[config.mk]
export PLATFORM = sky130hd
export DESIGN_NAME = pipeline_stall_controller
export DESIGN_NICKNAME = d
export VERILOG_FILES = /design/src/rtl/pipeline_stall_controller.sv
export SDC_FILE = /design/constraint.sdc
export NUM_CORES = 1
export LEC_CHECK = 0
export BUFFER_PORTS_ARGS = -buffer_cell sky130_fd_sc_hd__buf_2
export CAP_MARGIN = 20
export CORE_MARGIN = 10
export CORE_UTILIZATION = 50
export DETAILED_ROUTE_END_ITERATION = 7
export PLACE_DENSITY = 0.75
export SLEW_MARGIN = 0
export SYNTH_ARGS = -nofsm -noshare
export SYNTH_HDL_FRONTEND = slang
export SYNTH_SLANG_ARGS = --single-unit
[constraint.sdc]
create_clock -name clk -period 5.45 [get_ports clk]
set_input_delay 1.09 -clock clk [delete_from_list [all_inputs] [get_ports clk]]
set_output_delay 1.09 -clock clk [all_outputs]
set_load 0.005 [all_outputs]
[src/rtl/pipeline_stall_controller.sv]
// pipeline_stall_controller
//   Central sequencer for the 5-stage MIPS32 pipeline. It merges hazard-unit
//   stalls, ID-stage taken branches, multi-cycle data-memory waits and the
//   multi-cycle mul/div unit into one consistent set of PC and pipeline
//   register enable/flush controls. It also has a wait watchdog and a
//   saturating stall-cycle counter.
//
// Ports
//   clk, reset          clock, asynchronous active-high reset
//   hz_stall            load-use / branch-operand stall from the hazard unit
//   id_branch_taken     branch/jump resolved taken in ID this cycle
//   mem_req, mem_ready  MEM-stage access request / completion
//   muldiv_start/done   mul/div unit request in EX / result valid
//   pc_enable, *_enable per-register load enables
//   *_flush             per-register bubble/NOP insertion
//   busy_state          0 RUN, 1 MEM_WAIT, 2 MULDIV_BUSY
//   timeout_err         sticky watchdog flag
//   stall_cycles        saturating count of cycles with pc_enable low
module pipeline_stall_controller #(
    parameter int CNT_W    = 32,
    parameter int MAX_WAIT = 64
) (
    input  logic             clk,
    input  logic             reset,
    input  logic             hz_stall,
    input  logic             id_branch_taken,
    input  logic             mem_req,
    input  logic             mem_ready,
    input  logic             muldiv_start,
    input  logic             muldiv_done,
    output logic             pc_enable,
    output logic             if_id_enable,
    output logic             if_id_flush,
    output logic             id_ex_enable,
    output logic             id_ex_flush,
    output logic             ex_mem_enable,
    output logic             ex_mem_flush,
    output logic             mem_wb_enable,
    output logic             mem_wb_flush,
    output logic [1:0]       busy_state,
    output logic             timeout_err,
    output logic [CNT_W-1:0] stall_cycles
);

    localparam int WAIT_W = $clog2(MAX_WAIT + 1);

    typedef enum logic [1:0] {
        RUN         = 2'd0,
        MEM_WAIT    = 2'd1,
        MULDIV_BUSY = 2'd2
    } state_t;

    state_t              state;
    logic [WAIT_W-1:0]   wait_cnt;
    logic                mem_freeze;
    logic                muldiv_hold;
    logic                wait_expired;

    assign mem_freeze   = mem_req & ~mem_ready;
    // The cycle muldiv_done rises already behaves like RUN so EX/MEM captures the result.
    assign muldiv_hold  = (state == MULDIV_BUSY) & ~muldiv_done;
    // The counter holds the number of wait cycles already completed; this one is the last allowed.
    assign wait_expired = (wait_cnt == WAIT_W'(MAX_WAIT - 1));
    assign busy_state   = state;

    always_comb begin
        pc_enable     = 1'b1;
        if_id_enable  = 1'b1;
        if_id_flush   = 1'b0;
        id_ex_enable  = 1'b1;
        id_ex_flush   = 1'b0;
        ex_mem_enable = 1'b1;
        ex_mem_flush  = 1'b0;
        mem_wb_enable = 1'b1;
        mem_wb_flush  = 1'b0;
        if (reset) begin
            pc_enable     = 1'b0;
            if_id_enable  = 1'b0;
            if_id_flush   = 1'b1;
            id_ex_enable  = 1'b0;
            id_ex_flush   = 1'b1;
            ex_mem_enable = 1'b0;
            ex_mem_flush  = 1'b1;
            mem_wb_enable = 1'b0;
            mem_wb_flush  = 1'b1;
        end else if (mem_freeze) begin
            // Whole pipeline frozen; WB gets a bubble so nothing retires twice.
            pc_enable     = 1'b0;
            if_id_enable  = 1'b0;
            id_ex_enable  = 1'b0;
            ex_mem_enable = 1'b0;
            mem_wb_enable = 1'b0;
            mem_wb_flush  = 1'b1;
        end else if (muldiv_hold) begin
            // Hold IF..EX, let older instructions drain behind a bubble.
            pc_enable     = 1'b0;
            if_id_enable  = 1'b0;
            id_ex_enable  = 1'b0;
            ex_mem_flush  = 1'b1;
        end else if (hz_stall) begin
            pc_enable     = 1'b0;
            if_id_enable  = 1'b0;
            id_ex_flush   = 1'b1;
        end else if (id_branch_taken) begin
            // Only reached with pc_enable high; a stalled branch is re-presented later.
            if_id_flush   = 1'b1;
        end
    end

    always_ff @(posedge clk or posedge reset) begin
        if (reset) begin
            state       <= RUN;
            wait_cnt    <= '0;
            timeout_err <= 1'b0;
        end else begin
            case (state)
                RUN: begin
                    wait_cnt <= '0;
                    if (mem_freeze)
                        state <= MEM_WAIT;
                    else if (muldiv_start & ~muldiv_done)
                        state <= MULDIV_BUSY;
                end
                MEM_WAIT: begin
                    if (mem_ready) begin
                        state    <= RUN;
                        wait_cnt <= '0;
                    end else if (wait_expired) begin
                        state       <= RUN;
                        wait_cnt    <= '0;
                        timeout_err <= 1'b1;
                    end else begin
                        wait_cnt <= wait_cnt + 1'b1;
                    end
                end
                MULDIV_BUSY: begin
                    // A memory freeze only overrides outputs; the state and watchdog keep running.
                    if (muldiv_done) begin
                        state    <= RUN;
                        wait_cnt <= '0;
                    end else if (wait_expired) begin
                        state       <= RUN;
                        wait_cnt    <= '0;
                        timeout_err <= 1'b1;
                    end else begin
                        wait_cnt <= wait_cnt + 1'b1;
                    end
                end
                default: begin
                    state    <= RUN;
                    wait_cnt <= '0;
                end
            endcase
        end
    end

    always_ff @(posedge clk or posedge reset) begin
        if (reset)
            stall_cycles <= '0;
        else if (!pc_enable && (stall_cycles != '1))
            stall_cycles <= stall_cycles + 1'b1;
    end

endmodule

Word level (Yosys, flattened, before mapping)
Cells that the tools add are included.
Operators by class
  multiplexer cells: 37
  equal/unequal tests: 7
  bitwise operators: 5
  reductions and logical operators: 5
  $add $sub $neg: 2
Operators with widths (number)
  $add A32 B1 Y32 const B: 1
  $ne A32 B32 Y1 const B: 1
  $mux W1: 26
  $mux W7: 3
  $pmux W7 S2: 1
  $mux W2: 5
  $add A7 B1 Y7 const B: 1
  $eq A7 B6 Y1 const B: 1
  $pmux W2 S3: 1
  $ne A2 B2 Y1 const B: 2
  $and A1 B1 Y1: 3
  $ne A3 B3 Y1 const B: 1
  $reduce_and A3 Y1: 1
  $eq A2 B1 Y1 const B: 1
  $eq A2 B2 Y1 const B: 1
  $logic_not A2 Y1: 1
  $not A1 Y1: 2
  $pmux W1 S2: 1
  $reduce_bool A2 Y1: 1
  $logic_and A1 B1 Y1: 1
  $logic_not A1 Y1: 1
Word-level totals
  output and inout bits: 44
  flip-flop bits (word level): 42
  input bits: 8

Depth between registers and ports, before layout
  depth in word-level cells: 7
  depth in mapped cells: 9

Worst setup path before layout
Ideal clock, no wire load.
  path type: input to output
  start: input reset
  end: output mem_wb_enable
  stages: 4
  arrival time: 2.541 ns
  slack: 1.819 ns
  path through: inv_1 -> nand2_1 -> inv_1 -> buf_4
Between the ends
  cells in the longest elaborated chain, start to end: 1
RTL lines
  start: declaration: line 24  | input logic reset,
  $mux W1
  end: declaration: line 38  | output logic mem_wb_enable,
Every way passes these cells.

Final worst setup path
  start: input mem_req
  end: output pc_enable
Between the ends
  cells in the longest elaborated chain, start to end: 3
RTL lines
  start: declaration: line 27  | input logic mem_req,
  $and A1 B1 Y1: line 59  | assign mem_freeze = mem_req & ~mem_ready;
  $mux W1: line 86  | end else if (mem_freeze) begin
  $mux W1: line 76  | if (reset) begin
  end: declaration: line 31  | output logic pc_enable,
Every way passes these cells.

==> metrics <==
Setup Crit Path Kind in2out; main flop type after synthesis dfrtp_1; Seq/Total Area, Yosys a little under half; MaxCap Viol Count 0; WL met3 about 320 um; Total GRT Usage between 10 and 15%; PostCTS Resize Cnt 0; WL/cell roughly 14 um; CTS H-tree depth 2; crit start category input pin; Final Net Count 285; Hold Path Class reg2reg; via count between 1,500 and 2,000; placed inst area 2517 um2; worst r2r path cells 5; core area 4354 um2; placed cells around 320; setup tns final 0 ns; hold path depth 2; GR Overflow Total 0; clock-pin slew on the worst setup and hold paths around 0.07 ns; Die Y a little under 90 um; via/cell ratio around 5.3; max layer used met4; largest net degree at the start of global routing 43; Synth Net Count about 230; synth top area cells dfrtp_1 (47%), xnor2_1 (8.6%), xor2_1 (3.9%), nand3_1 (3.8%), nand2_1 (3.7%); Worst Hold Endpoint timeout_err$_DFFE_PP0P_; DRT Pass-1 Iters 4; post-route cell area between 2000 and 3000 um2; ys async rst share between 90% and 100%; Die W a little under 90 um; count of hold-fix buffers inserted at cts 0; most frequent cell after synthesis dfrtp_1; wl on met1 between 2000 and 2500 um; kind of end point of the critical path output pin; required time of the critical path around 4.4 ns; RR Startpoint stall_cycles[10]$_DFFE_PP0P_; Synth top area share 46.98%; Inserted Clock Buffers 5; DRC Markers 0; CTS tree yes; post-CTS repair timing setup buffer count 0; routed wire length on met2 between 2000 and 2500 um; ant diodes 0; IO Pins 52; 1st-iter DRT viols 98; CP max FO 8; fin cells 324; port bufs between 50 and 60; final RePlAce weighted congestion roughly 0.78; endpoints failing setup 0; Ys Warns 0; DIE AREA roughly 7500 um2; clk sinks 42; P per Cell Area 325.1 nW/um2; Worst Max-Slew Pin Slew ~0.73 ns; WL final about 4700 um; # rows 24; Critical Path AT 2.17 ns; top cells by count, synth dfrtp_1 (42), nand2_1 (22), xnor2_1 (22); initial core utilization a little over 50%; area leader, netlist dfrtp_1; reg2reg end stall_cycles[1]$_DFFE_PP0P_; clk_skew 0.01185 ns; share of post-route cells with drive strength above 1 25.74%; number of global-route vias before repair around 1,700; Peak VDD IR around 210 uV; Avg Synthesized Cell Area roughly 10 um2; first-pass GRT wire length between 7000 and 8000 um; Final period util around 60%; flop-to-flop setup slack 3.09 ns; status completed; initial antenna violation count 0; ANT nets after route 0; Mapped Area between 2000 and 2500 um2; HPWL Detailed approximately 3600 um; Area Growth Syn to Fin 17.45%; minimum clock period between 3 and 4 ns; root buf cell clkbuf_8; Slew HR between 50% and 60%; Hold Fails Final Rpt 0; number of flops mapped to enable cells by yosys 0; pins over their slew limit 0; Yosys reg bits 42; Achievable Freq 306.8 MHz; RSZ-0062 raised after global routing no; synth unique cells 42; Worst-Skew Late Latency between 0.2 and 0.3 ns; Leak approximately 1.3 nW; Hold Crit Start timeout_err$_DFFE_PP0P_; clk buf depth 2; cells after synthesis 218
## cell type report
| cell class | count | area [um2] |
|---|---|---|
| Fill cell | 386 | 1727 |
| Multi-Input combinational cell | 158 | 1094 |
| Sequential cell | 42 | 1051 |
| Timing Repair Buffer | 52 | 262.8 |
| Clock buffer | 6 | 72.57 |
| Tap cell | 52 | 65.06 |
| Inverter | 12 | 45.04 |
| Clock inverter | 2 | 37.54 |
## per-stage QoR
stage	utilization (%)	total power, mW	hold WS [ns]	setup slack (ns)
floorplan	-	0.5332	0.4329	1.819
global placement	57.82	0.6112	0.4531	2.212
detailed placement	57.82	0.6166	0.4572	2.189
CTS	60.34	0.8616	0.4762	2.191
global route	60.34	0.9045	0.5028	2.130
finish	60.34	0.8542	0.4702	2.191
## flip-flops by register name, indices dropped and copies added, names as in the netlist
| signal | flops |
|---|---|
| busy_state | 2 |
| stall_cycles | 32 |
| timeout_err | 1 |
| wait_cnt | 7 |
## where the power goes
group / internal [mW] / total [mW] / leakage, nW / switching (mW)
Sequential: 0.351 / 0.402 / 0.552 / 0.0509
Combinational: 0.105 / 0.207 / 0.717 / 0.102
Clock: 0.137 / 0.246 / 0.0514 / 0.109
Total: 0.593 / 0.854 / 1.32 / 0.262
## how the worst max path moves through the flow
stage	startpoint	end	slack (ns)	depth (start not counted)
after floorplan	reset	mem_wb_enable	1.82	4
after global placement	mem_req	if_id_enable	2.21	5
after detailed placement	mem_req	pc_enable	2.19	5
after CTS	mem_req	pc_enable	2.19	5
after global routing	mem_req	if_id_enable	2.13	5
final	mem_req	pc_enable	2.19	5
## per-layer routing
layer,GRT usage (%),vias up
met5,0,-
met4,3.093,0
met3,4.682,4
met2,20.32,39
met1,15.58,806
li1,-,866
## cell families after synthesis
| logic type | after synthesis | synth area share (%) |
|---|---|---|
| compound gates | 13 | 3.916 |
| buf+inv | 18 | 4.138 |
| mux | 2 | 1.007 |
| simple gates | 105 | 28.08 |
| fa+ha+maj | 6 | 3.356 |
| flops | 42 | 46.98 |
| xor+xnor | 32 | 12.53 |
## worst max-delay path: stages
cell	delay, ns
buf_2	0.11
nor2b_4	0.13
or4_4	0.55
inv_1	0.16
buf_2	0.14
## cell usage in the layout (no fill, tap or decap), types with 2 or more instances in the layout
cell      Yosys  layout
mux2_2        2       2
ha_1          6       6
dfrtp_1      42      42
and3_1        9       9
o21ai_0       4       4
nand3_1      17      17
nand2_1      22      22
and4_1        7       7
nor3_1        7       7
inv_1        12      11
buf_2         2      51
nor2_1       14      14
clkbuf_8      0       5
xor2_1       10      10
nand4_1      11      11
and2_1        3       3
xnor2_1      22      22
No activity file was read; power rests on OpenSTA's default activity.
